**config.mk**
```make
export PLATFORM = sky130hd
export DESIGN_NAME = sdram_slot_sched_flat
export DESIGN_NICKNAME = d
export VERILOG_FILES = /design/src/rtl/sdram_slot_sched_if.sv /design/src/rtl/sdram_slot_sched.sv /design/src/flat_wrapper.sv
export SDC_FILE = /design/constraint.sdc
export NUM_CORES = 1
export LEC_CHECK = 0
export BUFFER_PORTS_ARGS = -buffer_cell sky130_fd_sc_hd__buf_4
export CAP_MARGIN = 20
export CORE_UTILIZATION = 40
export DETAILED_ROUTE_END_ITERATION = 6
export SETUP_SLACK_MARGIN = 0.5
export SYNTH_ARGS = -nofsm -noshare
export SYNTH_HDL_FRONTEND = slang
export SYNTH_SLANG_ARGS = --single-unit
export TNS_END_PERCENT = 50
```
**constraint.sdc**
```tcl
create_clock -name clk -period 8.57 [get_ports clk]
set_clock_uncertainty 0.15 [all_clocks]
set_input_delay 0.857 -clock clk [delete_from_list [all_inputs] [get_ports clk]]
set_output_delay 0.857 -clock clk [all_outputs]
set_load 0.05 [all_outputs]
```
**src/rtl/sdram_slot_sched_if.sv**
```systemverilog
// Bundle of loader, NES and SDRAM-side signals around the slot scheduler.
// The scheduler takes the slave side; whoever drives the loader/NES strobes takes master.
interface sdram_slot_sched_if #(
    parameter int ADDR_W    = 22,
    parameter int SD_ADDR_W = 25
);
    logic                 downloading;
    logic                 reset_req;
    logic                 loader_write;
    logic [ADDR_W-1:0]    loader_addr;
    logic [7:0]           loader_data;
    logic [ADDR_W-1:0]    nes_addr;
    logic                 nes_read_cpu;
    logic                 nes_read_ppu;
    logic                 nes_write;
    logic [7:0]           nes_dout;
    logic                 nes_ce;
    logic                 reset_nes;
    logic                 clkref;
    logic [1:0]           phase;
    logic [SD_ADDR_W-1:0] sd_addr;
    logic [7:0]           sd_din;
    logic                 sd_we;
    logic                 sd_oeA;
    logic                 sd_oeB;
    logic                 loader_busy;
    logic                 fifo_ovf;

    modport master (
        output downloading, reset_req, loader_write, loader_addr, loader_data,
               nes_addr, nes_read_cpu, nes_read_ppu, nes_write, nes_dout,
        input  nes_ce, reset_nes, clkref, phase, sd_addr, sd_din, sd_we,
               sd_oeA, sd_oeB, loader_busy, fifo_ovf
    );

    modport slave (
        input  downloading, reset_req, loader_write, loader_addr, loader_data,
               nes_addr, nes_read_cpu, nes_read_ppu, nes_write, nes_dout,
        output nes_ce, reset_nes, clkref, phase, sd_addr, sd_din, sd_we,
               sd_oeA, sd_oeB, loader_busy, fifo_ovf
    );
endinterface

```
**src/rtl/sdram_slot_sched.sv**
```systemverilog
// 4-phase slot scheduler for the shared NES SDRAM port: phase/clkref generation,
// NES reset hold, 2-entry loader write FIFO issued one write per slot, and SDRAM mux.
module sdram_slot_sched #(
    parameter int ADDR_W    = 22,
    parameter int SD_ADDR_W = 25
) (
    input  logic                clk,
    input  logic                reset,
    sdram_slot_sched_if.slave   bus
);
    localparam int DEPTH = 2;

    logic [1:0]        r_phase;
    logic              r_init_hold;
    logic              r_dl_d;
    logic              r_fifo_ovf;
    logic [1:0]        r_count;
    logic              r_rd_ptr;
    logic              r_wr_ptr;
    logic [ADDR_W-1:0] r_fifo_addr [DEPTH];
    logic [7:0]        r_fifo_data [DEPTH];
    logic              r_wr_active;
    logic [ADDR_W-1:0] r_wr_addr;
    logic [7:0]        r_wr_data;

    logic w_slot_end;
    logic w_fifo_empty;
    logic w_fifo_full;
    logic w_fifo_rd;
    logic w_fifo_wr;
    logic w_bypass;
    logic w_drop;
    logic w_dl_rise;
    logic w_loader_busy;
    logic w_reset_nes;

    assign w_slot_end   = (r_phase == 2'd3);
    assign w_fifo_empty = (r_count == 2'd0);
    assign w_fifo_full  = (r_count == 2'(DEPTH));
    assign w_fifo_rd    = w_slot_end && !w_fifo_empty;
    // An empty FIFO at slot end hands the incoming strobe straight to the window.
    assign w_bypass     = w_slot_end && w_fifo_empty && bus.loader_write;
    assign w_fifo_wr    = bus.loader_write && !w_bypass && (!w_fifo_full || w_fifo_rd);
    assign w_drop       = bus.loader_write && w_fifo_full && !w_fifo_rd;
    assign w_dl_rise    = bus.downloading && !r_dl_d;

    always_ff @(posedge clk or posedge reset) begin
        if (reset) begin
            r_phase     <= 2'd0;
            r_init_hold <= 1'b1;
            r_dl_d      <= 1'b0;
            r_fifo_ovf  <= 1'b0;
        end else begin
            r_phase <= r_phase + 2'd1;
            r_dl_d  <= bus.downloading;
            if (bus.downloading)
                r_init_hold <= 1'b0;
            if (w_drop)
                r_fifo_ovf <= 1'b1;
            else if (w_dl_rise)
                r_fifo_ovf <= 1'b0;
        end
    end

    always_ff @(posedge clk or posedge reset) begin
        if (reset) begin
            r_count  <= 2'd0;
            r_rd_ptr <= 1'b0;
            r_wr_ptr <= 1'b0;
        end else begin
            if (w_fifo_wr)
                r_wr_ptr <= ~r_wr_ptr;
            if (w_fifo_rd)
                r_rd_ptr <= ~r_rd_ptr;
            case ({w_fifo_wr, w_fifo_rd})
                2'b10:   r_count <= r_count + 2'd1;
                2'b01:   r_count <= r_count - 2'd1;
                default: r_count <= r_count;
            endcase
        end
    end

    genvar gi;
    generate
        for (gi = 0; gi < DEPTH; gi++) begin : g_fifo
            always_ff @(posedge clk or posedge reset) begin
                if (reset) begin
                    r_fifo_addr[gi] <= '0;
                    r_fifo_data[gi] <= '0;
                end else if (w_fifo_wr && (r_wr_ptr == 1'(gi))) begin
                    r_fifo_addr[gi] <= bus.loader_addr;
                    r_fifo_data[gi] <= bus.loader_data;
                end
            end
        end
    endgenerate

    // The window for the coming slot (phases 0..3) is latched at phase 3 only.
    always_ff @(posedge clk or posedge reset) begin
        if (reset) begin
            r_wr_active <= 1'b0;
            r_wr_addr   <= '0;
            r_wr_data   <= '0;
        end else if (w_slot_end) begin
            r_wr_active <= w_fifo_rd || w_bypass;
            if (w_fifo_rd) begin
                r_wr_addr <= r_fifo_addr[r_rd_ptr];
                r_wr_data <= r_fifo_data[r_rd_ptr];
            end else if (w_bypass) begin
                r_wr_addr <= bus.loader_addr;
                r_wr_data <= bus.loader_data;
            end
        end
    end

    assign w_loader_busy = bus.downloading || !w_fifo_empty || r_wr_active;
    assign w_reset_nes   = r_init_hold || bus.reset_req || w_loader_busy;

    assign bus.phase       = r_phase;
    assign bus.clkref      = r_phase[1];
    assign bus.nes_ce      = w_slot_end && !w_reset_nes;
    assign bus.reset_nes   = w_reset_nes;
    assign bus.loader_busy = w_loader_busy;
    assign bus.fifo_ovf    = r_fifo_ovf;

    always_comb begin
        bus.sd_addr = {{(SD_ADDR_W-ADDR_W){1'b0}}, bus.nes_addr};
        bus.sd_din  = bus.nes_dout;
        bus.sd_we   = bus.nes_write;
        bus.sd_oeA  = bus.nes_read_cpu;
        bus.sd_oeB  = bus.nes_read_ppu;
        if (w_loader_busy) begin
            bus.sd_addr = {{(SD_ADDR_W-ADDR_W){1'b0}}, r_wr_addr};
            bus.sd_din  = r_wr_data;
            bus.sd_we   = r_wr_active;
            bus.sd_oeA  = 1'b0;
            bus.sd_oeB  = 1'b0;
        end
    end
endmodule

```
**src/flat_wrapper.sv**
```systemverilog
// flat-port wrapper written by rule: the top's interface ports become plain ports
module sdram_slot_sched_flat 
#(
    parameter int ADDR_W    = 22,
    parameter int SD_ADDR_W = 25
)
  (clk, reset, bus_downloading, bus_reset_req, bus_loader_write, bus_loader_addr, bus_loader_data, bus_nes_addr, bus_nes_read_cpu, bus_nes_read_ppu, bus_nes_write, bus_nes_dout, bus_nes_ce, bus_reset_nes, bus_clkref, bus_phase, bus_sd_addr, bus_sd_din, bus_sd_we, bus_sd_oeA, bus_sd_oeB, bus_loader_busy, bus_fifo_ovf);
  sdram_slot_sched_if #(.ADDR_W(ADDR_W), .SD_ADDR_W(SD_ADDR_W)) bus_i ();
  input  logic clk;
  input  logic reset;
  input wire logic [$bits(bus_i.downloading)-1:0] bus_downloading;
  input wire logic [$bits(bus_i.reset_req)-1:0] bus_reset_req;
  input wire logic [$bits(bus_i.loader_write)-1:0] bus_loader_write;
  input wire logic [$bits(bus_i.loader_addr)-1:0] bus_loader_addr;
  input wire logic [$bits(bus_i.loader_data)-1:0] bus_loader_data;
  input wire logic [$bits(bus_i.nes_addr)-1:0] bus_nes_addr;
  input wire logic [$bits(bus_i.nes_read_cpu)-1:0] bus_nes_read_cpu;
  input wire logic [$bits(bus_i.nes_read_ppu)-1:0] bus_nes_read_ppu;
  input wire logic [$bits(bus_i.nes_write)-1:0] bus_nes_write;
  input wire logic [$bits(bus_i.nes_dout)-1:0] bus_nes_dout;
  output wire logic [$bits(bus_i.nes_ce)-1:0] bus_nes_ce;
  output wire logic [$bits(bus_i.reset_nes)-1:0] bus_reset_nes;
  output wire logic [$bits(bus_i.clkref)-1:0] bus_clkref;
  output wire logic [$bits(bus_i.phase)-1:0] bus_phase;
  output wire logic [$bits(bus_i.sd_addr)-1:0] bus_sd_addr;
  output wire logic [$bits(bus_i.sd_din)-1:0] bus_sd_din;
  output wire logic [$bits(bus_i.sd_we)-1:0] bus_sd_we;
  output wire logic [$bits(bus_i.sd_oeA)-1:0] bus_sd_oeA;
  output wire logic [$bits(bus_i.sd_oeB)-1:0] bus_sd_oeB;
  output wire logic [$bits(bus_i.loader_busy)-1:0] bus_loader_busy;
  output wire logic [$bits(bus_i.fifo_ovf)-1:0] bus_fifo_ovf;
  assign bus_i.downloading = bus_downloading;
  assign bus_i.reset_req = bus_reset_req;
  assign bus_i.loader_write = bus_loader_write;
  assign bus_i.loader_addr = bus_loader_addr;
  assign bus_i.loader_data = bus_loader_data;
  assign bus_i.nes_addr = bus_nes_addr;
  assign bus_i.nes_read_cpu = bus_nes_read_cpu;
  assign bus_i.nes_read_ppu = bus_nes_read_ppu;
  assign bus_i.nes_write = bus_nes_write;
  assign bus_i.nes_dout = bus_nes_dout;
  assign bus_nes_ce = bus_i.nes_ce;
  assign bus_reset_nes = bus_i.reset_nes;
  assign bus_clkref = bus_i.clkref;
  assign bus_phase = bus_i.phase;
  assign bus_sd_addr = bus_i.sd_addr;
  assign bus_sd_din = bus_i.sd_din;
  assign bus_sd_we = bus_i.sd_we;
  assign bus_sd_oeA = bus_i.sd_oeA;
  assign bus_sd_oeB = bus_i.sd_oeB;
  assign bus_loader_busy = bus_i.loader_busy;
  assign bus_fifo_ovf = bus_i.fifo_ovf;
  sdram_slot_sched #(.ADDR_W(ADDR_W), .SD_ADDR_W(SD_ADDR_W)) u_core (.clk(clk), .reset(reset), .bus(bus_i));
endmodule
```
==> impl_metrics.json, run 1 <==
{
  "finalCritPeriodShare": 0.3736,
  "synth_top_cell_area_share": 0.5333,
  "antenna_found_initial": 0,
  "numCtsBuffers": 9,
  "grt_use_met2": 0.3235,
  "core_mm2": 0.01108,
  "drc": 0,
  "drive_gt1_frac": 0.3477,
  "yosysMostFrequentCell": "dfrtp_1",
  "wire_per_inst_um": 16.49,
  "num_antenna_cells": 0,
  "synth_edf_count": 0,
  "post_cts_resized": 0,
  "combPwrFrac": 0.433,
  "yosysTopAreaCell": "dfrtp_1",
  "cp.required_ns": 7.56,
  "die_w_um": 109.8,
  "critPathMaxFanout": 16,
  "area.growth.synth_to_final_pct": 27.23,
  "synth_flop_cell": "dfrtp_1",
  "fillerInstances": 960,
  "ant_nets": 0,
  "intPower_mw": 1.357,
  "grt_setup_unrepaired": "false",
  "leakagePower_nw": 2.840,
  "crit_path_end_kind": "primary output",
  "critPathLaunchType": "flip-flop",
  "cts_setup_buffers": 0,
  "io-pin-count": 111,
  "overflow": 0,
  "num_rows": 38,
  "synth_area_mm2": 0.004646,
  "dp_hpwl_um": 6823,
  "ys_types": 30,
  "cts_sinks": 100,
  "busiest_layer": "met2",
  "clk-insertion-delay-late_ns": 0.33,
  "maxCapViolCount": 0,
  "syn_avg_cell_area_um2": 11.33,
  "num_vias": 3393,
  "firstDrtPassIters": 4,
  "die_h_um": 109.8,
  "grt_pass1_wl_um": 17540,
  "seq_power_share": 0.391,
  "ys_seq_area_frac": 0.5389,
  "gp_congestion": 0.6884,
  "outcome": "finished, final reports clean",
  "grt_util_met1": 0.2591,
  "yosysWarnings": 0,
  "max_freq_ghz": 0.3123,
  "cts.path.max_buffers": 2,
  "worstMarginPinSlew_ns": 1.004,
  "finalPower_mw": 2.264,
  "drt_iter0_drc": 155,
  "root_buffer": "clkbuf_16",
  "slew_violations": 0,
  "hp-class": "reg2reg",
  "critPathKind": "reg2out",
  "grtUsageMet3": 0.02371,
  "power_density_mw_per_mm2": 383.0,
  "die-area_mm2": 0.01205,
  "tritoncts": "done",
  "grt_max_degree": 61,
  "ys_ff_latch": 100,
  "setup_viol": 0,
  "start_util": 0.4194,
  "fin_nets": 576,
  "grt_usage": 0.1916,
  "wirelength_um": 10750,
  "swShare": 0.4007,
  "arrival_ns": 2.19,
  "grt_pass1_vias": 3461,
  "switchingPower_uw": 906.9,
  "rrSetupSlack_ns": 6.11,
  "holdBufCountCts": 0,
  "clk_pin_slew_ns": 0.07,
  "ir_worst_vdd_uv": 192.6,
  "portBuffers": 107,
  "synthTopCellsByCount": "99 x dfrtp_1, 94 x nand2_1, 38 x mux2_2, 31 x mux2i_1, 31 x nor2_1",
  "htreeDepth": 3,
  "timing.setup.tns_ns": 0,
  "synth_area_leaders": "dfrtp_1 53%, mux2_2 9.2%, nand2_1 7.6%",
  "power.clock.fraction": 0.175,
  "fin_crit_ns": 3.202,
  "hold_viol": 0,
  "vias_per_cell": 5.204,
  "synthCells": 410,
  "ys_async_sr_fraction": 1.000,
  "relSlewSlack": 0.3304
}
## power groups by stage
stage                     sequential [mW]  combinational, mW  clock (mW)
after floorplan                     0.798              0.794           0
after global placement              0.881              0.961           0
after detailed placement            0.893              0.987           0
after CTS                           0.887              0.990       0.404
after global routing                0.918               1.06       0.423
final                               0.886              0.981       0.397
## path summary, 6_finish.rpt
check | start | endpoint | cells after the start
max in group asynchronous | reset | u_core.r_rd_ptr | 3
setup reg to reg | u_core.bus.phase[0] | u_core.r_fifo_addr[30] | 5
setup / recovery | u_core.r_count[0] | bus_sd_addr[17] | 6
min in group asynchronous | reset | u_core.r_wr_addr[10] | 2
hold reg to reg | u_core.bus.phase[0] | u_core.bus.phase[0] | 1
hold / removal | u_core.bus.phase[0] | u_core.bus.phase[0] | 1
## kinds of logic (layout without fill, tap and decap cells)
family          count (synthesis)  in the layout  share of synthesized area
buf+inv                        37            137                    0.03986
compound gates                 41             41                    0.08134
xor+xnor                        3              3                   0.005657
simple gates                  136            136                     0.1185
other cells                     1              3                  0.0008072
fa+ha+maj                       1              1                   0.002693
flops                         100            100                     0.5389
mux                            91             91                     0.2122
## sequential cells by signal (all words and copies together), names as in the netlist
signal / flops
u_core.bus.phase: 2
u_core.r_fifo_addr: 44
u_core.r_wr_active: 1
u_core.r_fifo_data: 16
u_core.r_rd_ptr: 1
u_core.r_count: 2
u_core.r_wr_ptr: 1
u_core.bus.fifo_ovf: 1
u_core.r_wr_data: 8
u_core.r_wr_addr: 22
u_core.r_init_hold: 1
u_core.r_dl_d: 1
## worst max-delay path, cell delays in order, from the launching register on
cell and delay (ns):
dfrtp_1 0.73, nor4_4 0.08, inv_1 0.45, buf_8 0.24
nand2_1 0.09, nand2_1 0.07, buf_4 0.19
## per-layer routing
| layer | vias up | share of wire |
|---|---|---|
| met1 | 1689 | 0.46 |
| met2 | 77 | 0.49 |
| li1 | 1615 | - |
| met5 | - | 0 |
| met4 | 0 | 0.010 |
| met3 | 12 | 0.034 |
## area by class of cell
class	instances	area, um2	area share
clock buffers	11	252.7	0.04276
inverters	6	25.02	0.004234
repair buffers	115	894.6	0.1514
multi-input cells	275	2014	0.3408
flip-flops and latches	100	2505	0.4238
well taps	140	175.2	0.02964
clock inverters	5	43.79	0.007409
## per-stage QoR
step | cell area [um2] | setup WS, ns | utilization | instances | hold WS (ns)
CTS | 5896 | 5.068 | 0.5322 | 651 | 0.3323
floorplan | 4653 | 4.946 | - | 412 | 0.3128
global route | 5911 | 5.222 | 0.5335 | 652 | 0.3426
finish | 5911 | 5.368 | 0.5335 | 652 | 0.3162
global placement | 5560 | 5.239 | 0.5019 | 633 | 0.2878
detailed placement | 5599 | 5.232 | 0.5054 | 635 | 0.3183
## cell usage in the layout, fill, tap and decap left out, drive strengths merged, types with 4 or more instances in the layout
master,n
a221o,30
buf,115
clkbuf,11
dfrtp,99
inv,8
mux2,60
mux2i,31
nand2,94
nor2,31
nor2b,4
o21ai,5
No activity file was read; power rests on OpenSTA's default activity.
==> inputs of run 2 (changes only) <==
Clock period 8.57 ns to 2.78 ns, I/O delays scaled along.
==> run 2 against run 1 <==
Compared with the run above:
- power grew to 3.1 times the previous value
- first-iteration DRC count shrank 3.9%
- via count increased by 1.8%
- core utilization is 1.5 points higher
- sequential share of layout area down 1.2 points
- global-route usage is 0.060 points lower
- routed wire length down 1.0%
- combinational power increased to 3.3 times the previous value
- register-to-register slack worse by 5.5 ns
- critical endpoint is now bus_sd_addr[19]
==> impl_metrics.json, run 2 (same netlist as run 1, synthesis figures left out) <==
{
  "critPathLaunchType": "flip-flop",
  "die-area_mm2": 0.01205,
  "top_register": "u_core.r_fifo_addr",
  "hold_viol": 0,
  "cts.path.max_buffers": 2,
  "htreeDepth": 3,
  "finalPower_mw": 7.018,
  "core_mm2": 0.01108,
  "maxCapViolCount": 0,
  "portBuffers": 107,
  "grt_pass1_vias": 3422,
  "top_regs": "u_core.r_fifo_addr (44), u_core.r_wr_addr (22), u_core.r_fifo_data (16)",
  "rr_endpoint": "u_core.r_fifo_data[3]",
  "start_util": 0.4194,
  "cp-endpoint": "bus_sd_addr[19]",
  "fillerInstances": 951,
  "grt_max_degree": 48,
  "wirelength_um": 10640,
  "place_area_mm2": 0.005684,
  "dp.cells": 641,
  "num_rows": 38,
  "outcome": "finished, final reports clean",
  "wl_met2_um": 5218,
  "tritoncts": "done",
  "hp-class": "in2reg",
  "startpoint": "u_core.r_count[1]",
  "max_freq_ghz": 0.4568,
  "highest_layer": "met4",
  "multiInputGateArea_mm2": 0.002023,
  "layout_common_cells": "119 x buf_4, 96 x dfrtp_1, 94 x nand2_1",
  "dp_hpwl_um": 7163,
  "die_w_um": 109.8,
  "arrival_ns": 1.76,
  "fin_crit_ns": 2.189,
  "grt_usage": 0.1910,
  "power_density_mw_per_mm2": 1154,
  "wire_per_inst_um": 15.98,
  "slew_violations": 0,
  "utilization": 0.5490,
  "ant_nets": 0,
  "critPathMaxFanout": 24,
  "reg2reg_from": "u_core.bus.phase[0]",
  "io-pin-count": 111,
  "cp.required_ns": 2.35,
  "largest_register_ffs": 44,
  "num_antenna_cells": 0,
  "layout_commonest_cell": "buf_4",
  "leakagePower_nw": 2.916,
  "num_vias": 3455,
  "vias_per_cell": 5.188,
  "drt_iter0_drc": 149,
  "overflow": 0,
  "stdcell_area_mm2": 0.006082,
  "wl_met3_um": 464,
  "grt_pass1_wl_um": 17330,
  "crit_path_end_kind": "primary output",
  "drc": 0,
  "worstMarginPinSlew_ns": 0.5445,
  "numCtsBuffers": 9,
  "firstDrtPassIters": 4,
  "area.growth.synth_to_final_pct": 30.92,
  "drive_gt1_frac": 0.3688,
  "grt_setup_unrepaired": "true",
  "rrSetupSlack_ns": 0.60,
  "antenna_found_initial": 0,
  "finalCritPeriodShare": 0.7874,
  "fin_nets": 590,
  "final_cells": 666,
  "clk_pin_slew_ns": 0.07,
  "critPathKind": "reg2out",
  "timing.setup.tns_ns": 0,
  "cts_sinks": 100,
  "gp_congestion": 0.6961,
  "ir_worst_vdd_uv": 653.2,
  "relSlewSlack": 0.6370,
  "die_h_um": 109.8,
  "clk-insertion-delay-late_ns": 0.34,
  "root_buffer": "clkbuf_16",
  "ff_latch_area_mm2": 0.002507,
  "wl_met1_um": 4870,
  "rr_worst_depth": 5,
  "setup_viol": 0
}
[run 2: area by class of cell]
class | count | share of cell area
clock buffer | 10 | 0.03929
clock inverter | 6 | 0.007612
inverter | 6 | 0.004320
multi-input combinational | 275 | 0.3326
sequential | 100 | 0.4123
tap | 140 | 0.02880
timing repair buffer | 129 | 0.1751
[run 2: report_power, final]
group,internal [mW],switching (mW),leakage [nW]
clock,0.638,0.547,0.135
combinational,1.41,1.79,1.60
sequential,2.17,0.458,1.18
total,4.22,2.80,2.92
[run 2: how the worst min path moves through the flow]
stage	from	endpoint	depth (start not counted)
CTS	bus_loader_data[2]	u_core.r_fifo_data[2]	2
finish	bus_loader_data[2]	u_core.r_fifo_data[2]	2
floorplan	bus_downloading	u_core.r_dl_d	0
detailed placement	reset	u_core.bus.fifo_ovf	2
global placement	reset	u_core.r_count[1]	2
global route	bus_loader_data[2]	u_core.r_fifo_data[2]	2
[run 2: repair_timing]
action	in CTS	in global routing
buffers inserted	2	5
endpoints found under the setup margin	86	37
pin swaps	0	1
hold buffers	2	0
resized for setup	7	3
hold endpoints to repair	16	0
[run 2: critical path: stages (launching register included)]
cell     delay, ns
dfrtp_2       0.42
nor4_4        0.35
inv_2         0.10
buf_6         0.19
nand2_1       0.11
nand2_1       0.06
buf_4         0.18
[run 2: metrics by stage]
stage          setup slack (ns)  hold slack, ns
2_1_floorplan            0.4871          0.1594
3_3_place_gp             0.3026          0.1471
3_5_place_dp             0.2359          0.1526
4_1_cts                  0.5107         0.01466
5_1_grt                  0.4894         0.01087
6_report                 0.5909         0.02031
[run 2: routing by layer]
| metal | track usage | vias up |
|---|---|---|
| li1 | - | 1635 |
| met1 | 0.2545 | 1729 |
| met2 | 0.3154 | 82 |
| met3 | 0.04861 | 9 |
| met4 | 0.03905 | 0 |
| met5 | 0 | - |
==> inputs of run 3 (changes only) <==
Clock period 2.78 ns to 2.1 ns, I/O delays scaled along.
==> run 3 against run 2 <==
Compared with the run above:
- the run now ends with setup timing left
- core utilization increased by 14 points
- design area increased by 25%
- die area unchanged
- first-iteration DRC count decreased by 0.67%
- sequential power increased by 34%
- cell count increased by 8.6%
- critical path depth increased by 1
- clock power increased by 35%
- flip-flop and latch count unchanged
- global-route usage increased by 2.3 points
- highest routed layer unchanged
==> impl_metrics.json, run 3 (same netlist as run 1, synthesis figures left out) <==
{
  "top_register": "u_core.r_fifo_addr",
  "io-pin-count": 111,
  "dp_hpwl_um": 7663,
  "die_h_um": 109.8,
  "finalPower_mw": 11.25,
  "critPathKind": "reg2out",
  "cts.path.max_buffers": 2,
  "swShare": 0.3890,
  "core_mm2": 0.01108,
  "outcome": "finished, violations left",
  "critPathMaxFanout": 5,
  "num_rows": 38,
  "worst_slack_ns": -0.05212,
  "power_density_mw_per_mm2": 1475,
  "grt_max_degree": 42,
  "largest_register_ffs": 44,
  "worstSetupPathDepth": 7,
  "power.clock.fraction": 0.142,
  "firstDrtPassIters": 4,
  "start_util": 0.4194,
  "intPower_mw": 6.872,
  "die_w_um": 109.8,
  "max_freq_ghz": 0.4647,
  "crit_path_end_kind": "primary output",
  "switchingPower_mw": 4.375,
  "layout_common_cells": "95 x dfrtp_1, 84 x buf_4, 64 x nand2_1",
  "clk_pin_slew_ns": 0.07,
  "cts_sinks": 100,
  "grt_usage": 0.2140,
  "slowest_delay_ns": 0.42,
  "ant_nets": 0,
  "setup_viol": 33,
  "root_buffer": "clkbuf_16",
  "violations": "setup timing",
  "leakagePower_nw": 3.705,
  "wire_per_inst_um": 17.97,
  "gp_congestion": 0.7176,
  "wirelength_um": 12990,
  "drive_gt1_frac": 0.4803,
  "overflow": 0,
  "grt_pass1_vias": 3701,
  "seq_power_share": 0.314,
  "worstMarginPinSlew_ns": 0.6136,
  "htreeDepth": 3,
  "utilization": 0.6885,
  "drt_iter0_drc": 148,
  "grt_setup_unrepaired": "true",
  "cp_num_buf_inv": 4,
  "numCtsBuffers": 9,
  "critPathTopFamily": "buffers and inverters",
  "dp_slack_ns": 0.09986,
  "fin_nets": 647,
  "die-area_mm2": 0.01205,
  "area.growth.synth_to_final_pct": 64.18,
  "ir_worst_vdd_uv": 999.6,
  "tritoncts": "done",
  "top_regs": "u_core.r_fifo_addr (44), u_core.r_wr_addr (22), u_core.r_fifo_data (16)",
  "antenna_found_initial": 0,
  "clk-insertion-delay-late_ns": 0.35,
  "maxCapViolCount": 0,
  "critPathLaunchType": "flip-flop",
  "cp.required_ns": 1.74,
  "worst_path_most_repeated_cell": "buf_6",
  "grt_pass1_wl_um": 19110,
  "dp.cells": 651,
  "hold_viol": 0,
  "hp-class": "in2reg",
  "combPwrFrac": 0.545,
  "worstPathCellList": "nor4_4 -> buf_6 -> inv_8 -> clkbuf_16 -> nand2_2 -> nand2_1 -> buf_6",
  "vias_per_cell": 5.246,
  "layout_commonest_cell": "dfrtp_1",
  "portBuffers": 107,
  "num_vias": 3793,
  "arrival_ns": 1.79,
  "slew_violations": 0,
  "finalCritPeriodShare": 1.025,
  "final_cells": 723,
  "drc": 0,
  "num_antenna_cells": 0,
  "cp_slowest_cell": "dfrtp_2",
  "relSlewSlack": 0.5900,
  "rr_worst_depth": 6,
  "min_path_cells": 3,
  "fin_crit_ns": 2.152
}
## run 3: cell types whose count changed in the layout (fill, tap and decap cells not counted), sizes merged
cell / before / now
buf: 127 / 149
inv: 7 / 8
dlygate4sd3: 2 / 33
clkinvlp: 3 / 4
clkinv: 2 / 1
clkbuf: 10 / 13
## run 3: power groups by stage
| stage | Clock (mW) | Sequential [mW] | Combinational [mW] |
|---|---|---|---|
| 2_1_floorplan | 0 | 3.36 | 3.63 |
| 3_3_place_gp | 0 | 3.47 | 4.66 |
| 3_5_place_dp | 0 | 3.51 | 4.73 |
| 4_1_cts | 1.62 | 3.47 | 5.35 |
| 5_1_grt | 1.70 | 3.63 | 6.47 |
| 6_report | 1.59 | 3.53 | 6.12 |
## run 3: final timing paths
kind | startpoint | end | slack, ns
worst max-delay path | u_core.r_count[1] | bus_sd_addr[9] | -0.05
worst min-delay path | bus_downloading | u_core.bus.fifo_ovf | 0.08
worst max register to register | u_core.bus.phase[0] | u_core.r_fifo_addr[34] | 0.05
worst min register to register | u_core.r_fifo_addr[37] | u_core.r_fifo_addr[37] | 0.36
max in group asynchronous | reset | u_core.r_init_hold | 0.80
min in group asynchronous | reset | u_core.r_fifo_addr[40] | 0.35
## run 3: worst reg2reg max path: stages (launching register included)
cell       delay (ns)
dfrtp_2          0.43
ha_4             0.20
xnor2_4          0.14
buf_6            0.13
o21ai_4          0.34
clkbuf_16        0.26
mux2_4           0.30
## run 3: layout make-up
class	instances	area, um2
Clock inverter	7	58.81
Timing Repair Buffer	186	1998
Sequential cell	100	2509
Clock buffer	9	225.2
Inverter	6	33.78
Multi-Input combinational cell	275	2628
Tap cell	140	175.2
Fill cell	796	3451
## run 3: per-stage QoR
stage               instance area (um2)  setup TNS [ns]  hold WS [ns]
global placement                   6082               0        0.1578
CTS                                7171               0       0.07003
finish                             7627         -0.8324       0.07608
global route                       7627          -2.644       0.07780
detailed placement                 6082               0        0.1595
floorplan                          5021               0       0.09143
## run 3: repair_timing
action                     CTS  global route
pin swaps                    5             9
hold buffers                33             0
hold endpoints to repair   114             0
setup endpoints to repair  127           131
setup buffers               12             2
cloned                       4             5
gates resized for setup     80            91
## run 3: routing by layer
layer | GRT usage | part of all wire | vias up
met1 | 0.2853 | 0.47 | 1931
met4 | 0.04571 | 0.013 | 0
met3 | 0.03853 | 0.034 | 12
met2 | 0.3639 | 0.48 | 90
li1 | - | - | 1760
met5 | 0 | 0 | -
